===== config.mk =====
export PLATFORM = sky130hd
export DESIGN_NAME = seq_stage22_mask_mem_flat
export DESIGN_NICKNAME = d
export VERILOG_FILES = /design/src/rtl/seq_stage22_mask_mem_if.sv /design/src/rtl/seq_stage22_mask_mem.sv /design/src/flat_wrapper.sv
export SDC_FILE = /design/constraint.sdc
export NUM_CORES = 1
export LEC_CHECK = 0
export CORE_MARGIN = 4
export CORE_UTILIZATION = 35
export CTS_BUF_LIST = sky130_fd_sc_hd__clkbuf_16
export CTS_CLUSTER_DIAMETER = 100
export DETAILED_ROUTE_END_ITERATION = 10
export PLACE_DENSITY = 0.5
export SLEW_MARGIN = 40
export SYNTH_ARGS = -nofsm -noshare
export SYNTH_HDL_FRONTEND = slang
export SYNTH_SLANG_ARGS = --single-unit

===== constraint.sdc =====
create_clock -name clk -period 4.1 [get_ports clk]
set_input_delay 0.82 -clock clk [delete_from_list [all_inputs] [get_ports clk]]
set_output_delay 0.82 -clock clk [all_outputs]
set_load 0.1 [all_outputs]

===== src/rtl/seq_stage22_mask_mem_if.sv =====
// Bus bundle for seq_stage22_mask_mem: masked write ports, one read port,
// and collision status outputs.
interface seq_stage22_mask_mem_if #(
  parameter int unsigned DATA_WIDTH = 8,
  parameter int unsigned ADDR_WIDTH = 4,
  parameter int unsigned NUM_WR     = 2,
  parameter int unsigned CNT_WIDTH  = 8
);
  logic [NUM_WR-1:0]            wr_en;
  logic [NUM_WR*ADDR_WIDTH-1:0] wr_addr;
  logic [NUM_WR*DATA_WIDTH-1:0] wr_data;
  logic [NUM_WR*DATA_WIDTH-1:0] wr_mask;
  logic                         rd_en;
  logic [ADDR_WIDTH-1:0]        rd_addr;
  logic [DATA_WIDTH-1:0]        rd_data;
  logic                         rd_valid;
  logic                         wr_conflict;
  logic [CNT_WIDTH-1:0]         conflict_cnt;

  modport master (
    output wr_en, wr_addr, wr_data, wr_mask, rd_en, rd_addr,
    input  rd_data, rd_valid, wr_conflict, conflict_cnt
  );

  modport slave (
    input  wr_en, wr_addr, wr_data, wr_mask, rd_en, rd_addr,
    output rd_data, rd_valid, wr_conflict, conflict_cnt
  );
endinterface


===== src/rtl/seq_stage22_mask_mem.sv =====
// Multi-port bit-masked write memory with one registered read port,
// optional read-after-write bypass and a saturating write-collision counter.
module seq_stage22_mask_mem #(
  parameter int unsigned          DATA_WIDTH = 8,
  parameter int unsigned          ADDR_WIDTH = 4,
  parameter int unsigned          DEPTH      = 16,
  parameter int unsigned          NUM_WR     = 2,
  parameter int unsigned          RD_BYPASS  = 0,
  parameter logic [DATA_WIDTH-1:0] RST_VALUE = '0,
  parameter int unsigned          CNT_WIDTH  = 8
) (
  input logic                  clk,
  input logic                  rst_n,
  seq_stage22_mask_mem_if.slave bus
);

  localparam logic [CNT_WIDTH-1:0] CNT_MAX = '1;

  logic [DATA_WIDTH-1:0] mem_q [DEPTH];

  logic [ADDR_WIDTH-1:0] wa_c [NUM_WR];
  logic [DATA_WIDTH-1:0] wd_c [NUM_WR];
  logic [DATA_WIDTH-1:0] wm_c [NUM_WR];
  logic                  wv_c [NUM_WR];

  logic                  rd_in_rng_c;
  logic [DATA_WIDTH-1:0] rd_word_c;
  logic                  collision_c;

  logic [DATA_WIDTH-1:0] rd_data_q, rd_data_d;
  logic                  rd_valid_q, rd_valid_d;
  logic                  wr_conflict_q, wr_conflict_d;
  logic [CNT_WIDTH-1:0]  conflict_cnt_q, conflict_cnt_d;

  // Per-port unpack; a port only counts as writing when its address is in range
  always_comb begin
    for (int p = 0; p < int'(NUM_WR); p++) begin
      wa_c[p] = bus.wr_addr[p*ADDR_WIDTH +: ADDR_WIDTH];
      wd_c[p] = bus.wr_data[p*DATA_WIDTH +: DATA_WIDTH];
      wm_c[p] = bus.wr_mask[p*DATA_WIDTH +: DATA_WIDTH];
      wv_c[p] = bus.wr_en[p] && (32'(wa_c[p]) < DEPTH);
    end
  end

  // Bit-granular writes in ascending port order: later ports override shared bits
  always_ff @(posedge clk) begin
    for (int p = 0; p < int'(NUM_WR); p++) begin
      if (wv_c[p]) begin
        for (int i = 0; i < int'(DATA_WIDTH); i++) begin
          if (wm_c[p][i]) mem_q[wa_c[p]][i] <= wd_c[p][i];
        end
      end
    end
  end

  // Read word, optionally with this edge's writes merged in
  always_comb begin
    rd_in_rng_c = 32'(bus.rd_addr) < DEPTH;
    rd_word_c   = '0;
    if (rd_in_rng_c) begin
      rd_word_c = mem_q[bus.rd_addr];
      if (RD_BYPASS != 0) begin
        for (int p = 0; p < int'(NUM_WR); p++) begin
          if (wv_c[p] && (wa_c[p] == bus.rd_addr)) begin
            rd_word_c = (rd_word_c & ~wm_c[p]) | (wd_c[p] & wm_c[p]);
          end
        end
      end
    end
  end

  // Collision: any pair of active ports hitting overlapping bits of one word
  always_comb begin
    collision_c = 1'b0;
    for (int p = 0; p < int'(NUM_WR); p++) begin
      for (int q = p + 1; q < int'(NUM_WR); q++) begin
        if (wv_c[p] && wv_c[q] && (wa_c[p] == wa_c[q]) && ((wm_c[p] & wm_c[q]) != '0)) begin
          collision_c = 1'b1;
        end
      end
    end
  end

  always_comb begin
    rd_data_d      = rd_data_q;
    rd_valid_d     = bus.rd_en;
    wr_conflict_d  = collision_c;
    conflict_cnt_d = conflict_cnt_q;
    if (bus.rd_en) rd_data_d = rd_word_c;
    if (collision_c && (conflict_cnt_q != CNT_MAX)) begin
      conflict_cnt_d = conflict_cnt_q + CNT_WIDTH'(1);
    end
  end

  always_ff @(posedge clk or negedge rst_n) begin
    if (!rst_n) begin
      rd_data_q      <= RST_VALUE;
      rd_valid_q     <= 1'b0;
      wr_conflict_q  <= 1'b0;
      conflict_cnt_q <= '0;
    end else begin
      rd_data_q      <= rd_data_d;
      rd_valid_q     <= rd_valid_d;
      wr_conflict_q  <= wr_conflict_d;
      conflict_cnt_q <= conflict_cnt_d;
    end
  end

  assign bus.rd_data      = rd_data_q;
  assign bus.rd_valid     = rd_valid_q;
  assign bus.wr_conflict  = wr_conflict_q;
  assign bus.conflict_cnt = conflict_cnt_q;

endmodule


===== src/flat_wrapper.sv =====
// flat-port wrapper written by rule: the top's interface ports become plain ports
module seq_stage22_mask_mem_flat 
#(
  parameter int unsigned          DATA_WIDTH = 8,
  parameter int unsigned          ADDR_WIDTH = 4,
  parameter int unsigned          DEPTH      = 16,
  parameter int unsigned          NUM_WR     = 2,
  parameter int unsigned          RD_BYPASS  = 0,
  parameter logic [DATA_WIDTH-1:0] RST_VALUE = '0,
  parameter int unsigned          CNT_WIDTH  = 8
)
  (clk, rst_n, bus_wr_en, bus_wr_addr, bus_wr_data, bus_wr_mask, bus_rd_en, bus_rd_addr, bus_rd_data, bus_rd_valid, bus_wr_conflict, bus_conflict_cnt);
  seq_stage22_mask_mem_if #(.DATA_WIDTH(DATA_WIDTH), .ADDR_WIDTH(ADDR_WIDTH), .NUM_WR(NUM_WR), .CNT_WIDTH(CNT_WIDTH)) bus_i ();
  input logic clk;
  input logic rst_n;
  input wire logic [$bits(bus_i.wr_en)-1:0] bus_wr_en;
  input wire logic [$bits(bus_i.wr_addr)-1:0] bus_wr_addr;
  input wire logic [$bits(bus_i.wr_data)-1:0] bus_wr_data;
  input wire logic [$bits(bus_i.wr_mask)-1:0] bus_wr_mask;
  input wire logic [$bits(bus_i.rd_en)-1:0] bus_rd_en;
  input wire logic [$bits(bus_i.rd_addr)-1:0] bus_rd_addr;
  output wire logic [$bits(bus_i.rd_data)-1:0] bus_rd_data;
  output wire logic [$bits(bus_i.rd_valid)-1:0] bus_rd_valid;
  output wire logic [$bits(bus_i.wr_conflict)-1:0] bus_wr_conflict;
  output wire logic [$bits(bus_i.conflict_cnt)-1:0] bus_conflict_cnt;
  assign bus_i.wr_en = bus_wr_en;
  assign bus_i.wr_addr = bus_wr_addr;
  assign bus_i.wr_data = bus_wr_data;
  assign bus_i.wr_mask = bus_wr_mask;
  assign bus_i.rd_en = bus_rd_en;
  assign bus_i.rd_addr = bus_rd_addr;
  assign bus_rd_data = bus_i.rd_data;
  assign bus_rd_valid = bus_i.rd_valid;
  assign bus_wr_conflict = bus_i.wr_conflict;
  assign bus_conflict_cnt = bus_i.conflict_cnt;
  seq_stage22_mask_mem #(.DATA_WIDTH(DATA_WIDTH), .ADDR_WIDTH(ADDR_WIDTH), .DEPTH(DEPTH), .NUM_WR(NUM_WR), .RD_BYPASS(RD_BYPASS), .RST_VALUE(RST_VALUE), .CNT_WIDTH(CNT_WIDTH)) u_core (.clk(clk), .rst_n(rst_n), .bus(bus_i));
endmodule

==> results of run 1 <==
==> path summary, 6_finish.rpt <==
check / endpoint / startpoint / cells after the start
max: u_core.mem_q[3][7] / bus_wr_addr[6] / 5
max reg2reg: u_core.bus.conflict_cnt[1] / u_core.bus.conflict_cnt[0] / 5
max in group asynchronous: u_core.bus.rd_data[1] / rst_n / 1
min reg2reg: u_core.bus.conflict_cnt[2] / u_core.bus.conflict_cnt[2] / 1
min in group clk: u_core.bus.conflict_cnt[2] / u_core.bus.conflict_cnt[2] / 1
min: u_core.bus.rd_valid / rst_n / 1
==> layer usage <==
metal / wire length (µm) / up-vias / track usage, % / share of wire [%]
met5: 0 / - / 0 / 0
met4: 1270 / 0 / 9.17 / 4.3
met3: 2480 / 73 / 4.20 / 8.4
met2: 14700 / 353 / 36.0 / 50
met1: 11100 / 3466 / 24.9 / 38
li1: - / 3058 / - / -
==> cells by family after synthesis <==
kind of cell | count (synthesis)
muxes | 169
xor gates and xnor gates | 7
AOI/OAI and AO/OA | 160
adders and majority gates | 1
buffers and inverters | 93
DFF | 146
and+or+nand+nor | 209
==> per-stage QoR <==
| step | worst slack (ps) | hold slack [ps] | instances | power [µW] |
|---|---|---|---|---|
| global route | 1070 | 395 | 1146 | 4150 |
| floorplan | 1690 | 524 | 785 | 2190 |
| finish | 1200 | 359 | 1146 | 4040 |
| CTS | 1240 | 371 | 1146 | 4050 |
| detailed placement | 800 | 502 | 1115 | 2410 |
| global placement | 843 | 495 | 1115 | 2410 |
==> where the power goes <==
group          switching [µW]  internal [µW]  total (µW)
Sequential               27.9           1670        1700
Combinational             462            213         675
Clock                     630           1030        1660
Total                    1120           2920        4040
==> registers in the layout (all words and copies together) (netlist names) <==
signal	cells
u_core.bus.rd_valid	1
u_core.bus.conflict_cnt	8
u_core.mem_q	128
u_core.bus.rd_data	8
u_core.bus.wr_conflict	1
==> worst register-to-register path, cell delays in order (launching register included) <==
cell	delay, ps
dfrtp_1	420
ha_1	220
and3_1	210
and3_1	230
nor2_1	180
mux2_2	350
==> synthesized netlist by cell type (all sizes together) (3+ instances only) <==
cell type  number  share of area, %
a21oi           8              0.45
a22oi           4              0.34
and3            3              0.21
buf            29               1.4
clkbuf         58               2.5
dfrtp          18               5.1
edfxtp        128                43
inv             6              0.25
mux2          137                17
mux4           32               8.1
nand2          38               1.6
nand3          14              0.79
nand4           4              0.35
nor2          137               5.8
nor2b           5              0.35
o22ai         144                10
xor2            6              0.59
==> layout by cell type (no fill, tap or decap), drive strengths merged <==
cell type	count
mux2	137
ha	1
nand2	38
nor2b	5
xor2	6
mux4	32
a21oi	8
a2111oi	1
o22ai	144
o21ai	1
nor2	137
nor4	2
o41a	1
inv	8
clkinv	5
dfrtp	18
nand2b	1
bufinv	2
a22oi	4
clkdlybuf4s50	45
nand3	14
xnor2	1
and2b	1
clkinvlp	1
nand4	4
and3	3
buf	42
nor3b	2
clkbuf	21
or2	1
a222oi	1
edfxtp	128
nor3	1
==> cell type report <==
type	count	area (µm²)	share of cell area (%)
Sequential cell	146	4290	41.6
Multi-Input combinational cell	546	4250	41.1
Timing Repair Buffer	87	728	7.05
Clock buffer	21	526	5.09
Tap cell	330	413	4.00
Clock inverter	10	101	0.981
Inverter	6	22.5	0.218
==> results.json, run 1 <==
{
  "status": "complete, no violations",
  "area_growth_pct": 16.3,
  "routed_via_density": 6.06,
  "async_reset_ff_share_pct": 12.3,
  "clock-sinks": 146,
  "grt_pass1_vias": 7084,
  "postLayoutCellArea_um2": 10300,
  "fillers": 2405,
  "die_area_um2": 28000,
  "synth_top_family_by_area": "multiplexers",
  "worstPathArrival_ps": 3080,
  "final_util_pct": 41.1,
  "drive_above_1_share_pct": 30.4,
  "coreArea_um2": 25100,
  "timing.slew.headroom_pct": 45.1,
  "setup_viol": 0,
  "worst_path_max_delay_cell": "nand3_1",
  "power.density_nw_per_um2": 391,
  "period_share_pct": 70.7,
  "rsz0062_at_grt": "no",
  "synth_seq_area_share_pct": 48.3,
  "vdd_drop_max_mv": 0.282,
  "worstPathRequired_ps": 4280,
  "pin_count": 67,
  "ant_nets": 0,
  "grt_pass1_wl_um": 43000,
  "finalSetupTns_ps": 0,
  "syn_area_um2": 8880,
  "cts_root_buf": "clkbuf_16",
  "ys_ff_latch": 146,
  "max_freq_mhz": 345,
  "portBuffers": 66,
  "rrSetupSlack_ps": 2370,
  "cts_hold_buf": 0,
  "insertion_delay_ps": 440,
  "routabilityCongestion": 0.832,
  "wl_per_cell_um": 25.8,
  "synthXorXnorAreaFrac_pct": 0.690,
  "die_height_um": 167,
  "cp_top_family": "simple AND/OR/NAND/NOR gates",
  "drt-total-wl_um": 29600,
  "grt_overflow": 0,
  "cts_tree": "done",
  "yosys.area_share.simple_pct": 9.69,
  "min_path_type": "in -> async",
  "synth.distinct_cells": 33,
  "drv_cap": 0,
  "path_clk_slew_ps": 60,
  "nNetsFinal": 854,
  "antennaDiodeCount": 0,
  "synthAdderAreaFrac_pct": 0.141,
  "vias": 6950,
  "cp_slowest_stage_delay_ps": 630,
  "critPathBufInv": 1,
  "ctsResizeCount": 0,
  "postCtsSetupBuffers": 0,
  "crit_path_end_kind": "register",
  "syn_avg_cell_area_um2": 11.3,
  "synth-compound-area-share_pct": 11.5,
  "synthMuxAreaShare_pct": 25.5,
  "synth_nets": 835,
  "cts_buffers": 17,
  "finalClockSkew_ps": 7.36,
  "grt_usage_pct": 20.7,
  "post_dp_cell_area_um2": 9690,
  "ctsHtreeMaxLevel": 4,
  "rows": 58,
  "drtIter0Drc": 681,
  "hold_viol_final": 0,
  "power_leakage_uw": 0.00332,
  "grt_start_max_net_pins": 33,
  "synth_ff_type": "edfxtp_1",
  "slew_violations": 0,
  "critPathLaunchType": "input port",
  "synth-edff-count": 128,
  "antenna_found_initial": 0,
  "critPathMostFrequentCell": "nor2_1",
  "dpl.hpwl_um": 18600,
  "worstSetupPathType": "in -> reg",
  "start_util_pct": 35.4,
  "cts_buffer_depth": 2,
  "final.min_clock_period_ps": 2900,
  "firstDrtPassIters": 5,
  "yosysWarnings": 0,
  "worst-slew-pin-transition_ps": 822,
  "die_w_um": 167,
  "synthCells": 785,
  "critPathMaxFanout": 16,
  "path_cells": "clkdlybuf4s50_1 -> nor2_1 -> nand3_1 -> nor2_1 -> mux2_2",
  "drc": 0
}
Power figures use the tool's default switching activity.
==> inputs of run 2 (changes only) <==
--- a/config.mk
+++ b/config.mk
@@ -10,7 +10,7 @@
 export CTS_BUF_LIST = sky130_fd_sc_hd__clkbuf_16
 export CTS_CLUSTER_DIAMETER = 100
 export DETAILED_ROUTE_END_ITERATION = 10
-export PLACE_DENSITY = 0.5
+export PLACE_DENSITY = 0.52
 export SLEW_MARGIN = 40
 export SYNTH_ARGS = -nofsm -noshare
 export SYNTH_HDL_FRONTEND = slang
==> constraint.sdc (replaced) <==
create_clock -name clk -period 2.5 [get_ports clk]
set_input_delay 0.5 -clock clk [delete_from_list [all_inputs] [get_ports clk]]
set_output_delay 0.5 -clock clk [all_outputs]
set_load 0.1 [all_outputs]
==> run 2 against run 1 <==
Combinational power is 79% higher. Sequential power rose by 64%. Sequential share of layout area shrank 2.4 points. Die area unchanged. Flip-flop and latch count did not move. Design area is 6.2% higher. Count of clock-buffer cells in the layout down 4. Power grew 60%. Routed wire length increased by 1.3%. Non-clock buffer count increased by 66. Utilization increased by 2.5 points. Highest routed layer unchanged.
==> results.json, run 2 (synthesized netlist as in run 1, its figures left out) <==
{
  "slew_violations": 0,
  "cts_tree": "done",
  "antenna_found_initial": 0,
  "grt_usage_pct": 21.2,
  "pin_count": 67,
  "antennaDiodeCount": 0,
  "drt-total-wl_um": 30000,
  "firstDrtPassIters": 5,
  "dpl.hpwl_um": 19500,
  "period_share_pct": 84.3,
  "critPathBufInv": 3,
  "grt_use_met3_pct": 4.44,
  "cts_buffers": 17,
  "final.min_clock_period_ps": 2110,
  "holdWs_ps": 427,
  "grt_pass1_vias": 6936,
  "worstPathArrival_ps": 2420,
  "fin_ws_ps": 392,
  "drv_cap": 0,
  "die_w_um": 167,
  "multi_input_area_um2": 4220,
  "coreArea_um2": 25100,
  "vias": 7138,
  "drtIter0Drc": 717,
  "cp_top_family": "buffers and inverters",
  "routabilityCongestion": 0.850,
  "finalSetupTns_ps": 0,
  "place_ws_ps": -38.1,
  "seqCellArea_um2": 4290,
  "rows": 58,
  "reg2reg_from": "u_core.bus.conflict_cnt[0]",
  "top_usage_layer": "met2",
  "worst_path_max_delay_cell": "clkdlybuf4s50_1",
  "postLayoutCellArea_um2": 11000,
  "critPathMaxFanout": 6,
  "postCtsSetupBuffers": 0,
  "mostFrequentLayoutCells": "o22ai_1, mux2_2, nor2_1",
  "insertion_delay_ps": 440,
  "timing.slew.headroom_pct": 52.3,
  "grt_start_max_net_pins": 33,
  "area_growth_pct": 23.4,
  "path_cells": "clkdlybuf4s50_1 -> inv_2 -> a222oi_1 -> nand4_2 -> buf_4 -> o41a_1",
  "grt_pass1_wl_um": 44700,
  "reg2reg_to": "u_core.bus.conflict_cnt[1]",
  "use_met1_pct": 31.2,
  "fillers": 2372,
  "vdd_drop_max_mv": 0.573,
  "power_frac_seq_pct": 43.2,
  "cp_slowest_stage_delay_ps": 550,
  "worstPathRequired_ps": 2810,
  "cts_root_buf": "clkbuf_16",
  "hold_viol_final": 0,
  "cts_buffer_depth": 2,
  "ctsHtreeMaxLevel": 4,
  "portBuffers": 66,
  "clock-sinks": 146,
  "dp.cells": 1181,
  "die_area_um2": 28000,
  "power_leakage_uw": 0.00365,
  "worst-slew-pin-transition_ps": 713,
  "drive_above_1_share_pct": 35.3,
  "status": "complete, no violations",
  "die_height_um": 167,
  "ant_nets": 0,
  "rsz0062_at_grt": "no",
  "swShare_pct": 30.7,
  "wl_per_cell_um": 24.7,
  "min_path_type": "in -> async",
  "finalClockSkew_ps": 6.68,
  "grt_overflow": 0,
  "path_clk_slew_ps": 70,
  "power.density_nw_per_um2": 589,
  "critPathLaunchType": "input port",
  "largest_reg_flops": 128,
  "final_common_cell": "o22ai_1",
  "max_freq_mhz": 474,
  "post_dp_cell_area_um2": 10400,
  "internal-power_uw": 4470,
  "clkPwrFrac_pct": 38.0,
  "rrSetupSlack_ps": 780,
  "drc": 0,
  "reg2reg_depth": 5,
  "start_util_pct": 35.4,
  "pwr-share-comb_pct": 18.8,
  "routed_via_density": 5.88,
  "nNetsFinal": 920,
  "cts_hold_buf": 0,
  "grtUsageMet2_pct": 31.7,
  "crit_path_end_kind": "register",
  "worstSetupPathType": "in -> reg",
  "ctsResizeCount": 0,
  "setup_viol": 0,
  "switching_power_uw": 1990,
  "finalNonFillerCells": 1213
}
==> run 2: changes by cell type in the layout (fill, tap and decap cells not counted), sizes merged <==
cell,previous run,this run
inv,8,11
clkbuf,21,17
clkinvlp,1,5
bufinv,2,0
clkdlybuf4s50,45,46
buf,42,107
==> run 2: worst max path at each step <==
stage                     depth (start not counted)  slack [ps]                       start                    endpoint
after floorplan                                   6         270  u_core.bus.conflict_cnt[0]  u_core.bus.conflict_cnt[1]
after global placement                            8         -30              bus_wr_addr[6]          u_core.mem_q[9][1]
after detailed placement                          8         -40              bus_wr_addr[6]          u_core.mem_q[9][4]
after CTS                                         8         420              bus_wr_addr[6]          u_core.mem_q[9][4]
after global routing                              7         290              bus_wr_addr[4]  u_core.bus.conflict_cnt[2]
final                                             6         390              bus_wr_addr[4]  u_core.bus.conflict_cnt[6]
==> run 2: layer usage <==
metal | up-vias | routed length (µm) | share of wire (%)
met4 | 0 | 645 | 2.2
met3 | 42 | 2240 | 7.5
met1 | 3580 | 13400 | 45
met2 | 324 | 13700 | 46
met5 | - | 0 | 0
li1 | 3192 | - | -
==> run 2: worst register-to-register path: stages (launching register included) <==
cell and delay, ps:
dfrtp_1 430, ha_1 230, and3_1 200, and3_1 230
nor2_1 150, mux2_2 360
==> run 2: power by group through the flow <==
stage	Sequential, µW	Combinational (µW)	Clock (µW)
final	2790	1210	2450
after global routing	2800	1280	2590
after CTS	2800	1210	2480
after detailed placement	2850	1210	0
after global placement	2850	1200	0
after floorplan	3100	495	0
==> run 2: final cells by class <==
type / instances / share of cell area, %
Sequential cell: 146 / 39.2
Multi-Input combinational cell: 546 / 38.5
Timing Repair Buffer: 153 / 13.3
Clock buffer: 17 / 3.88
Tap cell: 330 / 3.77
Clock inverter: 15 / 1.18
Inverter: 6 / 0.205
==> run 2: through the flow <==
| stage | utilization [%] | total power (µW) |
|---|---|---|
| 3_3_place_gp | 41.5 | 4050 |
| 4_1_cts | 43.7 | 6490 |
| 3_5_place_dp | 41.5 | 4060 |
| 2_1_floorplan | - | 3600 |
| 6_report | 43.7 | 6460 |
| 5_1_grt | 43.7 | 6670 |
==> inputs of run 3 (changes only) <==
==> constraint.sdc (replaced) <==
create_clock -name clk -period 1.85 [get_ports clk]
set_input_delay 0.37 -clock clk [delete_from_list [all_inputs] [get_ports clk]]
set_output_delay 0.37 -clock clk [all_outputs]
set_load 0.1 [all_outputs]
==> run 3 against run 2 <==
Combinational power increased by 59%. Sequential power up 38%. Flip-flop and latch count did not move. Design area is 11% higher. Routed wire length shrank 0.50%. Global-route usage decreased by 0.35 points. Critical path depth shrank 1. Clock skew increased by 5.6 ps. Non-clock buffer count grew 73. Sequential share of layout area decreased by 3.7 points. Register-to-register slack worse by 700 ps. Critical endpoint is now u_core.bus.conflict_cnt[7].
==> results.json, run 3 (synthesized netlist as in run 1, its figures left out) <==
{
  "worst-slew-pin-transition_ps": 610,
  "critPathMostFrequentCell": "and3_1",
  "cp_slowest_stage_delay_ps": 530,
  "final_common_cell": "o22ai_1",
  "dpl.hpwl_um": 21100,
  "reg2reg_from": "u_core.bus.conflict_cnt[0]",
  "routabilityCongestion": 0.876,
  "antennaDiodeCount": 0,
  "path_clk_slew_ps": 60,
  "power_frac_seq_pct": 38.9,
  "crit_path_end_kind": "register",
  "final.min_clock_period_ps": 1770,
  "area_growth_pct": 36.6,
  "cts_tree": "done",
  "critPathMaxFanout": 6,
  "power_leakage_uw": 0.00424,
  "internal-power_uw": 7230,
  "dp.cells": 1252,
  "die_w_um": 167,
  "worst_path_max_delay_cell": "dfrtp_4",
  "grt_usage_pct": 20.8,
  "swShare_pct": 26.7,
  "finalClockSkew_ps": 12.3,
  "finalSetupTns_ps": 0,
  "vias": 7447,
  "critPathLaunchType": "register",
  "antenna_found_initial": 0,
  "pwr-share-comb_pct": 19.4,
  "cts_buffer_depth": 2,
  "path_cells": "ha_4 -> and3_1 -> and3_1 -> nor4_1 -> xor2_1",
  "final_util_pct": 48.3,
  "drc": 0,
  "drv_cap": 0,
  "drt-total-wl_um": 29800,
  "rsz0062_at_grt": "no",
  "worstPathRequired_ps": 2200,
  "wl_per_cell_um": 23.2,
  "insertion_delay_ps": 440,
  "worstPathArrival_ps": 2120,
  "grt_pass1_wl_um": 44200,
  "cts_buffers": 17,
  "ctsHtreeMaxLevel": 4,
  "cts_root_buf": "clkbuf_16",
  "firstDrtPassIters": 7,
  "worstSetupPathType": "reg -> reg",
  "holdWs_ps": 307,
  "routed_via_density": 5.79,
  "clkPwrFrac_pct": 41.7,
  "drive_above_1_share_pct": 41.7,
  "grt_overflow": 0,
  "start_util_pct": 35.4,
  "portBuffers": 66,
  "period_share_pct": 95.6,
  "ant_nets": 0,
  "power.density_nw_per_um2": 813,
  "pin_count": 67,
  "grt_start_max_net_pins": 31,
  "grt_pass1_vias": 7585,
  "place_ws_ps": -579,
  "fin_ws_ps": 82.2,
  "rows": 58,
  "nNetsFinal": 993,
  "cp-startpoint": "u_core.bus.conflict_cnt[0]",
  "status": "complete, no violations",
  "coreArea_um2": 25100,
  "vdd_drop_max_mv": 0.537,
  "die_height_um": 167,
  "largest_reg_flops": 128,
  "drtIter0Drc": 551,
  "die_area_um2": 28000,
  "mostFrequentLayoutCells": "o22ai_1, mux2_2, nor2_1",
  "min_path_type": "in -> async",
  "slew_violations": 0,
  "finalNonFillerCells": 1286,
  "max_freq_mhz": 566,
  "timing.slew.headroom_pct": 59.2,
  "clock-sinks": 146,
  "setup_viol": 0,
  "switching_power_uw": 2640,
  "hold_viol_final": 0
}
run 3: cell types whose count changed in the layout (fill, tap and decap cells not counted), moves of 4 or more:
cell | previous run | this run
buf_4 | 89 | 127
buf_12 | 16 | 49
bufinv_16 | 0 | 7
clkdlybuf4s50_1 | 46 | 39
dfrtp_1 | 18 | 11
dfrtp_2 | 0 | 5
dlygate4sd2_1 | 0 | 5
inv_6 | 5 | 1
run 3: metrics by stage:
step           power, µW  instance area, µm²
2_1_floorplan       4900                8930
3_3_place_gp        5770               11400
3_5_place_dp        5810               11400
4_1_cts             9890               12100
5_1_grt            10200               12100
6_report            9870               12100
run 3: layout make-up:
class / count / area, µm²
clock buffer: 17 / 425
sequential: 146 / 4310
fill: 2311 / 13000
inverter: 6 / 22.5
tap: 330 / 413
timing repair buffer: 226 / 2430
multi-input combinational: 546 / 4280
clock inverter: 15 / 263
run 3: power groups by stage:
stage / clock (µW) / combinational [µW] / sequential, µW
after floorplan: 0 / 676 / 4220
after global placement: 0 / 1870 / 3900
after detailed placement: 0 / 1910 / 3910
after CTS: 4140 / 1910 / 3840
after global routing: 4290 / 2020 / 3850
final: 4120 / 1920 / 3840
run 3: worst max-delay path, delay by kind of cell (launching register included):
family | cells | cell delay, ps
simple gates | 3 | 820
fa+ha+maj | 1 | 180
xor+xnor | 1 | 170
flops | 1 | 530
run 3: path summary, 6_finish.rpt:
| path | slack, ps | end | cells after the start |
|---|---|---|---|
| max in group asynchronous | 1260 | u_core.bus.conflict_cnt[1] | 2 |
| min in group clk | 560 | u_core.bus.conflict_cnt[2] | 1 |
| setup reg to reg | 80 | u_core.bus.conflict_cnt[7] | 5 |
| hold / removal | 310 | u_core.bus.rd_data[5] | 2 |
| hold reg to reg | 560 | u_core.bus.conflict_cnt[2] | 1 |
| setup / recovery | 80 | u_core.bus.conflict_cnt[7] | 5 |
run 3: timing repair:
item / in CTS / in global routing
endpoints found under the setup margin: 108 / 66
resized for setup: 8 / 9
hold buffers: 0 / 0
endpoints found under the hold margin: 0 / 0
cloned: 0 / 0
buffers inserted: 2 / 0
pin swaps: 3 / 2
run 3: metal layers:
layer	global-route usage [%]	part of all wire (%)	vias to the layer above
met4	7.59	2.9	0
li1	-	-	3340
met1	24.8	38	3711
met5	0	0	-
met3	3.54	6.5	60
met2	37.7	53	336
==> edit, RTL diff (settings of run 3) <==
`CNT_WIDTH` is set to 8 in 3 places; all go to 9.
--- a/src/rtl/seq_stage22_mask_mem_if.sv
+++ b/src/rtl/seq_stage22_mask_mem_if.sv
@@ -5,5 +5,5 @@
   parameter int unsigned ADDR_WIDTH = 4,
   parameter int unsigned NUM_WR     = 2,
-  parameter int unsigned CNT_WIDTH  = 8
+  parameter int unsigned CNT_WIDTH  = 9
 );
   logic [NUM_WR-1:0]            wr_en;
--- a/src/rtl/seq_stage22_mask_mem.sv
+++ b/src/rtl/seq_stage22_mask_mem.sv
@@ -8,5 +8,5 @@
   parameter int unsigned          RD_BYPASS  = 0,
   parameter logic [DATA_WIDTH-1:0] RST_VALUE = '0,
-  parameter int unsigned          CNT_WIDTH  = 8
+  parameter int unsigned          CNT_WIDTH  = 9
 ) (
   input logic                  clk,
--- a/src/flat_wrapper.sv
+++ b/src/flat_wrapper.sv
@@ -8,5 +8,5 @@
   parameter int unsigned          RD_BYPASS  = 0,
   parameter logic [DATA_WIDTH-1:0] RST_VALUE = '0,
-  parameter int unsigned          CNT_WIDTH  = 8
+  parameter int unsigned          CNT_WIDTH  = 9
 )
   (clk, rst_n, bus_wr_en, bus_wr_addr, bus_wr_data, bus_wr_mask, bus_rd_en, bus_rd_addr, bus_rd_data, bus_rd_valid, bus_wr_conflict, bus_conflict_cnt);
Interface: changed (resized bus_conflict_cnt); port bits go from 67 to 68. The function was not compared with the original's and may differ.
==> edit against run 3 <==
The run now ends with setup timing left; sequential power shrank 1%; wire length rose by 3.8%; synthesized area is 1.2% higher; setup slack worse by 0.22 ns; cell area is 0.25% higher; utilization shrank 0.16 points; synthesized cell count shrank 0.13%; hold slack improved by 0.013 ns; sequential share of layout area rose by 0.15 points; clock skew is 0.0034 ns lower; power shrank 4.1%; sequential cell count up 1; largest cell class is now multi-input combinational cells; largest power group is now sequential cells.
==> edit: results (changes against run 3) <==
compound-cell area share of the yosys netlist = 11.2% (-0.30 points)
Post-Place Cells = 1256 (+0.32%)
adder-cell share of the synthesized area = 0.278% (+0.14 points)
ratio of cells with drive above 1 in the final layout = 44.0% (+2.3 points)
total wire length = 31000 µm (+3.8%)
power share of the combinational group = 21.4% (+2.0 points)
global-route wire length before repair = 46100 µm (+4.3%)
r2r setup slk = -0.13 ns (-0.22 ns)
final setup fails = 6 (+6)
Comb power = 2.03 mW (+6%)
number of post-CTS setup repair buffers = 0 (-2)
routability cong. = 0.970 (+11%)
PostCTS Resize Cnt = 9 (+1)
CP arrival = 2.29 ns (+0.17 ns)
Setup TNS Final = -0.670 ns (-0.670 ns)
ys async rst share = 12.9% (+0.60 points)
GRT Overall Usage = 21.8% (+0.98 points)
failing checks = setup timing
wire per inst = 24.0 µm (+3.5%)
cells after synthesis = 784 (-0.13%)
PnR worst setup slack = -0.135 ns (-0.217 ns)
multiplexer share of the synthesized area = 25.4% (-0.082 points)
Worst Tran Pin Value = 0.566 ns (-0.0446 ns)
status = finished with violations
DR vias = 7506 (+0.79%)
clock latency on the worst-skew pair = 0.42 ns (-0.02 ns)
==> edit: cell types whose count changed in the layout (fill, tap and decap cells not counted), moves of 4 or more <==
cell / before / now
inv_1: 6 / 1
buf_12: 49 / 45
bufinv_16: 7 / 3
buf_4: 127 / 134
==> edit: area by class of cell <==
cell class | instances | share of cell area [%]
clock buffers | 17 | 3.50
well taps | 330 | 3.39
repair buffers | 228 | 19.7
clock inverters | 15 | 1.50
inverters | 3 | 0.0925
flip-flops and latches | 147 | 35.6
multi-input cells | 549 | 36.2
==> edit: per-layer routing <==
layer / global-route usage [%] / part of all wire (%)
met5: 0 / 0.042
met4: 9.74 / 3.9
met3: 3.97 / 6.5
met2: 35.2 / 49
met1: 28.7 / 41
==> edit: critical path, cell delays in order, from the launching register on <==
cell and delay [ns]:
dfrtp_4 0.47, and3_4 0.19, and3_4 0.17, and3_4 0.17
ha_4 0.16, or3_4 0.41, mux2_4 0.31
